### src/rtl/alu_arbiter_if.sv
// Request, alu and response signals of the shared-alu arbiter.
// The arbiter uses the slave modport; requesters, alu and consumer sit on the master side.
interface alu_arbiter_if #(
    parameter int unsigned NUM_REQ = 4,
    parameter int unsigned ID_W    = 2
);
    logic [NUM_REQ-1:0]    req_valid;
    logic [NUM_REQ-1:0]    req_ready;
    logic [32*NUM_REQ-1:0] req_a;
    logic [32*NUM_REQ-1:0] req_b;
    logic [5*NUM_REQ-1:0]  req_op;
    logic [NUM_REQ-1:0]    req_sat;

    logic [31:0]           alu_a;
    logic [31:0]           alu_b;
    logic [4:0]            alu_op;
    logic                  alu_saturate;
    logic [31:0]           alu_result;
    logic [3:0]            alu_flags;

    logic                  rsp_valid;
    logic                  rsp_ready;
    logic [ID_W-1:0]       rsp_id;
    logic [31:0]           rsp_result;
    logic [3:0]            rsp_flags;

    modport slave (
        input  req_valid, req_a, req_b, req_op, req_sat,
        output req_ready,
        output alu_a, alu_b, alu_op, alu_saturate,
        input  alu_result, alu_flags,
        output rsp_valid, rsp_id, rsp_result, rsp_flags,
        input  rsp_ready
    );

    modport master (
        output req_valid, req_a, req_b, req_op, req_sat,
        input  req_ready,
        input  alu_a, alu_b, alu_op, alu_saturate,
        output alu_result, alu_flags,
        input  rsp_valid, rsp_id, rsp_result, rsp_flags,
        output rsp_ready
    );
endinterface

### src/rtl/alu_arbiter.sv
// Round-robin arbiter sharing one combinational alu, with a one-entry tagged response buffer.
// Optional macro ALU_ARB_STATS_EN adds saturating per-requester grant and stall counters.
module alu_arbiter #(
    parameter int unsigned NUM_REQ = 4,
    parameter int unsigned ID_W    = 2
) (
    input logic          clk,
    input logic          rst,
    alu_arbiter_if.slave bus
`ifdef ALU_ARB_STATS_EN
    ,
    output logic [16*NUM_REQ-1:0] stat_grants,
    output logic [15:0]           stat_stall
`endif
);

    logic                  rsp_valid_q;
    logic [ID_W-1:0]       rsp_id_q;
    logic [31:0]           rsp_result_q;
    logic [3:0]            rsp_flags_q;
    logic [ID_W-1:0]       rr_ptr_q;

    logic                  can_issue;
    logic                  grant_valid;
    logic [2*NUM_REQ-1:0]  req_dbl;
    logic [NUM_REQ-1:0]    req_rot;
    logic [ID_W-1:0]       offset;
    logic [ID_W:0]         win_sum;
    logic [ID_W:0]         nxt_sum;
    logic [ID_W-1:0]       winner;
    logic [ID_W-1:0]       next_ptr;

    always_comb begin
        can_issue = !rst && (!rsp_valid_q || bus.rsp_ready);
        // Rotate valids so rr_ptr lands on bit 0, then pick the lowest set bit.
        req_dbl     = {bus.req_valid, bus.req_valid} >> rr_ptr_q;
        req_rot     = req_dbl[NUM_REQ-1:0];
        grant_valid = can_issue && (|req_rot);
        offset      = '0;
        for (int i = NUM_REQ - 1; i >= 0; i--) begin
            if (req_rot[i]) offset = ID_W'(i);
        end
        win_sum = {1'b0, rr_ptr_q} + {1'b0, offset};
        if (win_sum >= (ID_W+1)'(NUM_REQ)) win_sum = win_sum - (ID_W+1)'(NUM_REQ);
        winner  = win_sum[ID_W-1:0];
        nxt_sum = {1'b0, winner} + (ID_W+1)'(1);
        if (nxt_sum >= (ID_W+1)'(NUM_REQ)) nxt_sum = '0;
        next_ptr = nxt_sum[ID_W-1:0];
    end

    assign bus.req_ready    = grant_valid ? (NUM_REQ'(1) << winner) : '0;
    // Idle alu inputs are held at ADD 0,0.
    assign bus.alu_a        = grant_valid ? bus.req_a[32*winner +: 32] : '0;
    assign bus.alu_b        = grant_valid ? bus.req_b[32*winner +: 32] : '0;
    assign bus.alu_op       = grant_valid ? bus.req_op[5*winner +: 5] : '0;
    assign bus.alu_saturate = grant_valid ? bus.req_sat[winner] : 1'b0;

    always_ff @(posedge clk or posedge rst) begin
        if (rst) begin
            rsp_valid_q  <= 1'b0;
            rsp_id_q     <= '0;
            rsp_result_q <= '0;
            rsp_flags_q  <= '0;
            rr_ptr_q     <= '0;
        end else if (grant_valid) begin
            rsp_valid_q  <= 1'b1;
            rsp_id_q     <= winner;
            rsp_result_q <= bus.alu_result;
            rsp_flags_q  <= bus.alu_flags;
            rr_ptr_q     <= next_ptr;
        end else if (bus.rsp_ready) begin
            rsp_valid_q  <= 1'b0;
        end
    end

    assign bus.rsp_valid  = rsp_valid_q;
    assign bus.rsp_id     = rsp_id_q;
    assign bus.rsp_result = rsp_result_q;
    assign bus.rsp_flags  = rsp_flags_q;

`ifdef ALU_ARB_STATS_EN
    logic [15:0] grants_q [NUM_REQ];
    logic [15:0] stall_q;

    always_ff @(posedge clk or posedge rst) begin
        if (rst) begin
            for (int i = 0; i < NUM_REQ; i++) grants_q[i] <= '0;
            stall_q <= '0;
        end else begin
            if (grant_valid && grants_q[winner] != 16'hFFFF) begin
                grants_q[winner] <= grants_q[winner] + 16'd1;
            end
            if ((|bus.req_valid) && !grant_valid && stall_q != 16'hFFFF) begin
                stall_q <= stall_q + 16'd1;
            end
        end
    end

    for (genvar g = 0; g < NUM_REQ; g++) begin : g_stat
        assign stat_grants[16*g +: 16] = grants_q[g];
    end
    assign stat_stall = stall_q;
`endif

endmodule
### src/flat_wrapper.sv
// flat-port wrapper written by rule: the top's interface ports become plain ports
module alu_arbiter_flat 
#(
    parameter int unsigned NUM_REQ = 4,
    parameter int unsigned ID_W    = 2
)
  (clk, rst, bus_req_valid, bus_req_a, bus_req_b, bus_req_op, bus_req_sat, bus_req_ready, bus_alu_a, bus_alu_b, bus_alu_op, bus_alu_saturate, bus_alu_result, bus_alu_flags, bus_rsp_valid, bus_rsp_id, bus_rsp_result, bus_rsp_flags, bus_rsp_ready);
  alu_arbiter_if #(.NUM_REQ(NUM_REQ), .ID_W(ID_W)) bus_i ();
  input logic clk;
  input logic rst;
  input wire logic [$bits(bus_i.req_valid)-1:0] bus_req_valid;
  input wire logic [$bits(bus_i.req_a)-1:0] bus_req_a;
  input wire logic [$bits(bus_i.req_b)-1:0] bus_req_b;
  input wire logic [$bits(bus_i.req_op)-1:0] bus_req_op;
  input wire logic [$bits(bus_i.req_sat)-1:0] bus_req_sat;
  output wire logic [$bits(bus_i.req_ready)-1:0] bus_req_ready;
  output wire logic [$bits(bus_i.alu_a)-1:0] bus_alu_a;
  output wire logic [$bits(bus_i.alu_b)-1:0] bus_alu_b;
  output wire logic [$bits(bus_i.alu_op)-1:0] bus_alu_op;
  output wire logic [$bits(bus_i.alu_saturate)-1:0] bus_alu_saturate;
  input wire logic [$bits(bus_i.alu_result)-1:0] bus_alu_result;
  input wire logic [$bits(bus_i.alu_flags)-1:0] bus_alu_flags;
  output wire logic [$bits(bus_i.rsp_valid)-1:0] bus_rsp_valid;
  output wire logic [$bits(bus_i.rsp_id)-1:0] bus_rsp_id;
  output wire logic [$bits(bus_i.rsp_result)-1:0] bus_rsp_result;
  output wire logic [$bits(bus_i.rsp_flags)-1:0] bus_rsp_flags;
  input wire logic [$bits(bus_i.rsp_ready)-1:0] bus_rsp_ready;
  assign bus_i.req_valid = bus_req_valid;
  assign bus_i.req_a = bus_req_a;
  assign bus_i.req_b = bus_req_b;
  assign bus_i.req_op = bus_req_op;
  assign bus_i.req_sat = bus_req_sat;
  assign bus_req_ready = bus_i.req_ready;
  assign bus_alu_a = bus_i.alu_a;
  assign bus_alu_b = bus_i.alu_b;
  assign bus_alu_op = bus_i.alu_op;
  assign bus_alu_saturate = bus_i.alu_saturate;
  assign bus_i.alu_result = bus_alu_result;
  assign bus_i.alu_flags = bus_alu_flags;
  assign bus_rsp_valid = bus_i.rsp_valid;
  assign bus_rsp_id = bus_i.rsp_id;
  assign bus_rsp_result = bus_i.rsp_result;
  assign bus_rsp_flags = bus_i.rsp_flags;
  assign bus_i.rsp_ready = bus_rsp_ready;
  alu_arbiter #(.NUM_REQ(NUM_REQ), .ID_W(ID_W)) u_core (.clk(clk), .rst(rst), .bus(bus_i));
endmodule
### config.mk
export PLATFORM = sky130hd
export DESIGN_NAME = alu_arbiter_flat
export DESIGN_NICKNAME = d
export VERILOG_FILES = /design/src/rtl/alu_arbiter_if.sv /design/src/rtl/alu_arbiter.sv /design/src/flat_wrapper.sv
export SDC_FILE = /design/constraint.sdc
export NUM_CORES = 1
export LEC_CHECK = 0
export CORE_AREA = 3 3 167 169
export DETAILED_ROUTE_END_ITERATION = 6
export DIE_AREA = 0 0 170 172
export DONT_BUFFER_PORTS = 1
export PLACE_DENSITY = 0.41
export SLEW_MARGIN = 20
export SYNTH_ARGS = -nofsm -noshare
export SYNTH_HDL_FRONTEND = slang
export SYNTH_SLANG_ARGS = --single-unit
### constraint.sdc
create_clock -name clk -period 2.4 [get_ports clk]
set_input_delay 0.24 -clock clk [delete_from_list [all_inputs] [get_ports clk]]
set_output_delay 0.24 -clock clk [all_outputs]
set_load 0.05 [all_outputs]
## Word level (Yosys, flattened, before mapping)

Index checks and enable logic that the tools add are counted.

- Register bits: 41
- Input bits: 323
- Output and inout port bits: 113
- Word-level logic and storage cells: 39

- $add $sub $neg: 3
- Multipliers: 1
- $lt $le $gt $ge: 3
- Shifts and indexed selects: 5
- Multiplexer cells: 15
- Reductions and logical operators: 7

Operator list:

| cell | number |
|---|---|
| 128-bit by 8-bit variable part select with 32-bit output | 2 |
| 32-bit two-way mux | 2 |
| 20-bit by 6-bit variable part select with 5-bit output | 1 |
| 2-bit two-way mux | 6 |
| 8-bit by 2-bit >> shifter with 4-bit output | 1 |
| 3-bit >= comparator, second input constant | 2 |
| 3-bit by 2-bit multiplier with 5-bit output, first input constant | 1 |
| 5-bit two-way mux | 1 |
| 1-bit two-way mux | 4 |
| 4-bit two-way mux | 1 |
| 4-bit OR reduction | 1 |
| 1-bit by 2-bit left shift with 4-bit output, first input constant | 1 |
| 2-bit by 1-bit adder with 3-bit output, second input constant | 1 |
| 2-bit by 2-bit adder with 3-bit output | 1 |
| 2-bit by 3-bit < comparator with 1-bit output, second input constant | 1 |
| 1-bit binary-select mux with 2-bit select | 1 |
| 1-bit logical AND | 2 |
| 1-bit logical NOT | 2 |
| 2-bit nonzero test | 1 |
| 2-bit by 1-bit subtractor with 2-bit output, second input constant | 1 |
| 1-bit logical OR | 1 |

## Longest topological paths before layout

- Depth in word-level cells: 11
- Mapped depth: 15
- Mapped depth without buffers: 13

## Least setup slack after synthesis

OpenSTA, ideal clock, no wires.

- Path type: flip-flop to output port
- From: register u_core.rr_ptr_q[0]
- To: output bus_alu_a[24]
- Arrival time: 3.390 ns
- Required time: 2.160 ns
- Path slack: -1.230 ns
- Cell stages (with the launch flop): 12
- Path buffers: 4
- Cells stage by stage: dfrtp_1 -> buf_4 -> nand2b_1 -> o22ai_1 -> o21ai_0 -> o221ai_1 -> ha_1 -> buf_2 -> buf_4 -> clkbuf_1 -> mux2i_1 -> a211oi_1

- Word-level cells in the longest chain between the ends: 10
- Elaborated cells on any way between the ends: 13
- Classes of those cells: add/sub (2); order compare (1); shift (2); mux (6); reduce/logical (2)

Ends and longest elaborated chain:

| what | RTL line | source |
|---|---|---|
| start: declaration | alu_arbiter.sv:21 | `logic [ID_W-1:0] rr_ptr_q;` |
| start signal: assignment | alu_arbiter.sv:70 | `rr_ptr_q <= next_ptr;` |
| 8-bit by 2-bit >> shifter with 4-bit output | alu_arbiter.sv:36 | `req_dbl = {bus.req_valid, bus.req_valid} >> rr_ptr_q;` |
| 2-bit two-way mux (4 in a row) | alu_arbiter.sv:41 | `if (req_rot[i]) offset = ID_W'(i);` |
| 2-bit by 2-bit adder with 3-bit output (*) | alu_arbiter.sv:43 | `win_sum = {1'b0, rr_ptr_q} + {1'b0, offset};` |
| 3-bit >= comparator or 2-bit by 1-bit subtractor with 2-bit output (tied branches) | alu_arbiter.sv:44 | `if (win_sum >= (ID_W+1)'(NUM_REQ)) win_sum = win_sum - (ID_W+1)'(NUM_REQ);` |
| 2-bit two-way mux (*) | alu_arbiter.sv:44 |  |
| named net u_core.win_sum[0] | alu_arbiter.sv:28 | `logic [ID_W:0] win_sum;` |
| 128-bit by 8-bit variable part select with 32-bit output (*) | alu_arbiter.sv:53 | `assign bus.alu_a = grant_valid ? bus.req_a[32*winner +: 32] : '0;` |
| 32-bit two-way mux (*) | alu_arbiter.sv:53 |  |
| end: declaration | flat_wrapper.sv:17 | `output wire logic [$bits(bus_i.alu_a)-1:0] bus_alu_a;` |

The timed path passes the listed nets; every way through them passes the cells marked *.

## Final worst setup path

- From: register u_core.rr_ptr_q[0]
- To: output bus_alu_b[21]

- Word-level cells in the longest chain between the ends: 10
- Elaborated cells on any way between the ends: 13
- Classes of those cells: add/sub (2); order compare (1); shift (2); mux (6); reduce/logical (2)

Ends and longest elaborated chain:

| what | RTL line | source |
|---|---|---|
| 8-bit by 2-bit >> shifter with 4-bit output | alu_arbiter.sv:36 |  |
| 2-bit two-way mux (4 in a row) | alu_arbiter.sv:41 |  |
| 2-bit by 2-bit adder with 3-bit output | alu_arbiter.sv:43 |  |
| 3-bit >= comparator or 2-bit by 1-bit subtractor with 2-bit output (tied branches) | alu_arbiter.sv:44 |  |
| 2-bit two-way mux | alu_arbiter.sv:44 |  |
| 128-bit by 8-bit variable part select with 32-bit output | alu_arbiter.sv:54 | `assign bus.alu_b = grant_valid ? bus.req_b[32*winner +: 32] : '0;` |
| 32-bit two-way mux (*) | alu_arbiter.sv:54 |  |
| end: declaration | flat_wrapper.sv:18 | `output wire logic [$bits(bus_i.alu_b)-1:0] bus_alu_b;` |

Mark *: on every way between the ends. The rest lies on a longest branch, timed or not.

==> impl_results.md <==
* Final net count at 999
* Initial antenna violation count at 7
* CTS sink cnt at 41
* Post-synthesis cell type count at 40
* Max Clock Skew at 0.00457 ns
* Reg2reg setup slack at -0.12 ns
* Status: finished, violations left
* Worst setup margin at -0.719 ns
* H-tree Lvls at 2
* Pins Over Slew Limit at 0
* Multi-input logic area at 4680 sq um
* Worst-path clk slew at 0.06 ns
* Area delta synth->final at 94.4%
* Die width at 170 um
* Mean routed wirelength per cell at 24.7 um
* Synth top area cells: dfrtp_1 (22%), mux2i_1 (15%), nand2_1 (9.5%)
* Pre-CTS WS at -0.776 ns
* CTS tree: built
* DR vias at 5016
* Top Usage Layer GRT: met2
* Global-route usage over all layers at 0.150
* Dominant synthesized flop cell: dfrtp_1
* Final Wtd Congestion at 0.853
* Slew HR at 0.575
* # DRC at 0
* Syn Nets at 866
* First-pass GRT wire length at 33500 um
* Worst hold stages at 2
* Async SR Flop Fraction at 1.00
* First-pass detailed-route iteration total at 4
* Final wirelength at 25200 um
* #FFs+latches synth at 41
* FP Rows at 60
* Syn Area/Cell at 8.69 sq um
* Port Buffers at 0
* Die Ht at 172 um
* Worst hold path type: in -> reg
* Initial drt markers at 201
* Reg2Reg Launch Point: u_core.rr_ptr_q[0]$_DFFE_PP0P_
* Initial Utilization at 0.176
* Post-synth top area cell: dfrtp_1
* CP Class: reg -> out
* DIE AREA at 29200 sq um
* Vias per cell at 4.91
* Core Area at 26700 sq um
* Met1 Use GR at 0.174
* Setup TNS after final layout at -48.65 ns
* Worst Hold Launch: bus_alu_result[17]
* Worst-Skew Late Latency at 0.28 ns
* Layout cell share with drive strength beyond 1 at 0.526
* Final critical-path share of the clock period at 1.30
* Worst-Margin Slew at 0.638 ns
* Mapped cell area at 4700 sq um
* CP Capture Type: output port
* Synth top area share at 0.218
* Critical path fanouts, max at 10
* Fin crit period at 3.12 ns
* Post-Syn Instances at 541
* Total gr overflow at 0
* Max Clock Freq at 0.321 GHz
* Final setup fails at 75
* Clk root buf: clkbuf_16
* Post-layout util at 0.342
* Failing checks: negative setup slack
* Fillers at 2655
* Reg2reg end: u_core.rr_ptr_q[1]$_DFFE_PP0P_
* I/O pins at 436
* Routing usage on met3 at 0.0466
* Worst Path Arrival at 2.88 ns
* Longest Clk Path Bufs at 2
* Largest net degree at the start of global routing at 69
* Yosys warnings at 0
* Hpwl dp at 19500 um
* Startpoint types: flop
* Worst r2r path cells at 13
* Hold EP: u_core.bus.rsp_result[17]$_DFFE_PP0P_
* Register Area at 1030 sq um
* Post-synth EDFFs at 0
* M2 GR Usage at 0.268
* Vias in the first global route at 5218
* TritonCTS buffer count at 5
* CP required at 2.16 ns
* Antenna-violating nets left at 0
* Final hold violations at 0
* Post-synthesis sequential area ratio at 0.218
* RSZ-0062 raised after global routing: true
* MaxCap Viol Count at 0
cell usage after synthesis (2+ instances only):
master,instances
clkbuf_1,27
and2b_1,2
nand2_1,119
dfrtp_1,41
a2111oi_2,28
a211oi_1,53
nor3b_1,2
buf_4,6
a2111oi_0,40
nor2_1,3
buf_2,14
inv_1,3
nor2b_1,71
ha_1,2
a211oi_2,17
buf_6,15
nor3_1,3
a2111oi_1,2
mux2i_1,70
o21ai_0,3
sequential cells by signal, summed over array words and instances (netlist names):
name,count
u_core.bus.rsp_id,2
u_core.bus.rsp_valid,1
u_core.bus.rsp_flags,4
u_core.bus.rsp_result,32
u_core.rr_ptr_q,2
routing by layer:
layer | up-vias | wire length [um]
li1 | 2242 | -
met1 | 2481 | 9480
met2 | 267 | 13100
met3 | 22 | 2200
met4 | 4 | 398
met5 | - | 27
worst max-delay path, stage by stage, from the launching register on:
cell	delay [ns]
dfrtp_2	0.42
nand2b_4	0.14
o22ai_2	0.07
o21ai_2	0.12
o221ai_2	0.12
ha_4	0.20
xor2_4	0.18
and4_4	0.22
buf_16	0.18
a2111oi_1	0.48
buf_4	0.22
a211oi_4	0.04
buf_12	0.18
cell families (layout without fill, tap and decap cells):
group                    Yosys count  after routing  share of synthesized area
AND/OR/NAND/NOR                  207            207                      0.218
AO/OA/AOI/OAI                    152            152                      0.318
multiplexers                      71             71                      0.152
buffers and inverters             67            201                     0.0865
flip-flops                        41             41                      0.218
adder cells (fa/ha/maj)            2              2                    0.00532
XOR/XNOR                           1              1                    0.00186
other                              0              5                          0
cells in the final DEF (no fill, tap or decap), drive strengths merged, types with 3 or more instances in the layout:
master   count
o21ai        5
nand2      119
buf        181
dfrtp       41
a2111oi     70
inv          5
clkbuf      11
mux2i       70
nor2         4
a211oi      70
diode        5
nor3         3
nor2b       71
stage by stage:
step	instance area, sq um	hold slack, ns	std cells
5_1_grt	9140	0.0569	1021
2_1_floorplan	5730	0.345	541
6_report	9140	0.0636	1021
3_3_place_gp	8000	0.0496	983
4_1_cts	8900	0.0578	1010
3_5_place_dp	8000	0.0628	983
layout make-up:
cell class | instances | share of cell area
Timing Repair Buffer | 188 | 0.305
Clock buffer | 7 | 0.0156
Tap cell | 341 | 0.0467
Multi-Input combinational cell | 433 | 0.512
Clock inverter | 1 | 0.00329
Antenna cell | 5 | 0.00137
Sequential cell | 41 | 0.112
Timing Repair inverter | 1 | 0.00123
Inverter | 4 | 0.00301
how the worst max path moves through the flow:
stage	slack, ns	startpoint	endpoint
floorplan	-0.37	u_core.rr_ptr_q[0]$_DFFE_PP0P_	bus_alu_a[0]
global placement	-0.78	u_core.rr_ptr_q[0]$_DFFE_PP0P_	bus_alu_b[20]
detailed placement	-0.78	u_core.rr_ptr_q[0]$_DFFE_PP0P_	bus_alu_b[20]
CTS	-0.71	u_core.rr_ptr_q[0]$_DFFE_PP0P_	bus_alu_a[6]
global route	-0.91	u_core.rr_ptr_q[0]$_DFFE_PP0P_	bus_alu_b[21]
finish	-0.72	u_core.rr_ptr_q[0]$_DFFE_PP0P_	bus_alu_b[21]
repair_timing:
action | CTS | global route
setup buffers | 13 | 1
endpoints found under the hold margin | 5 | 0
resized for setup | 69 | 15
pin swaps | 18 | 7
cloned | 5 | 5
hold buffers | 1 | 0
endpoints found under the setup margin | 75 | 76
Power is left out: the tool's default activity adds up to more than one toggle a clock period on the data nets, which glitch-free logic cannot reach.
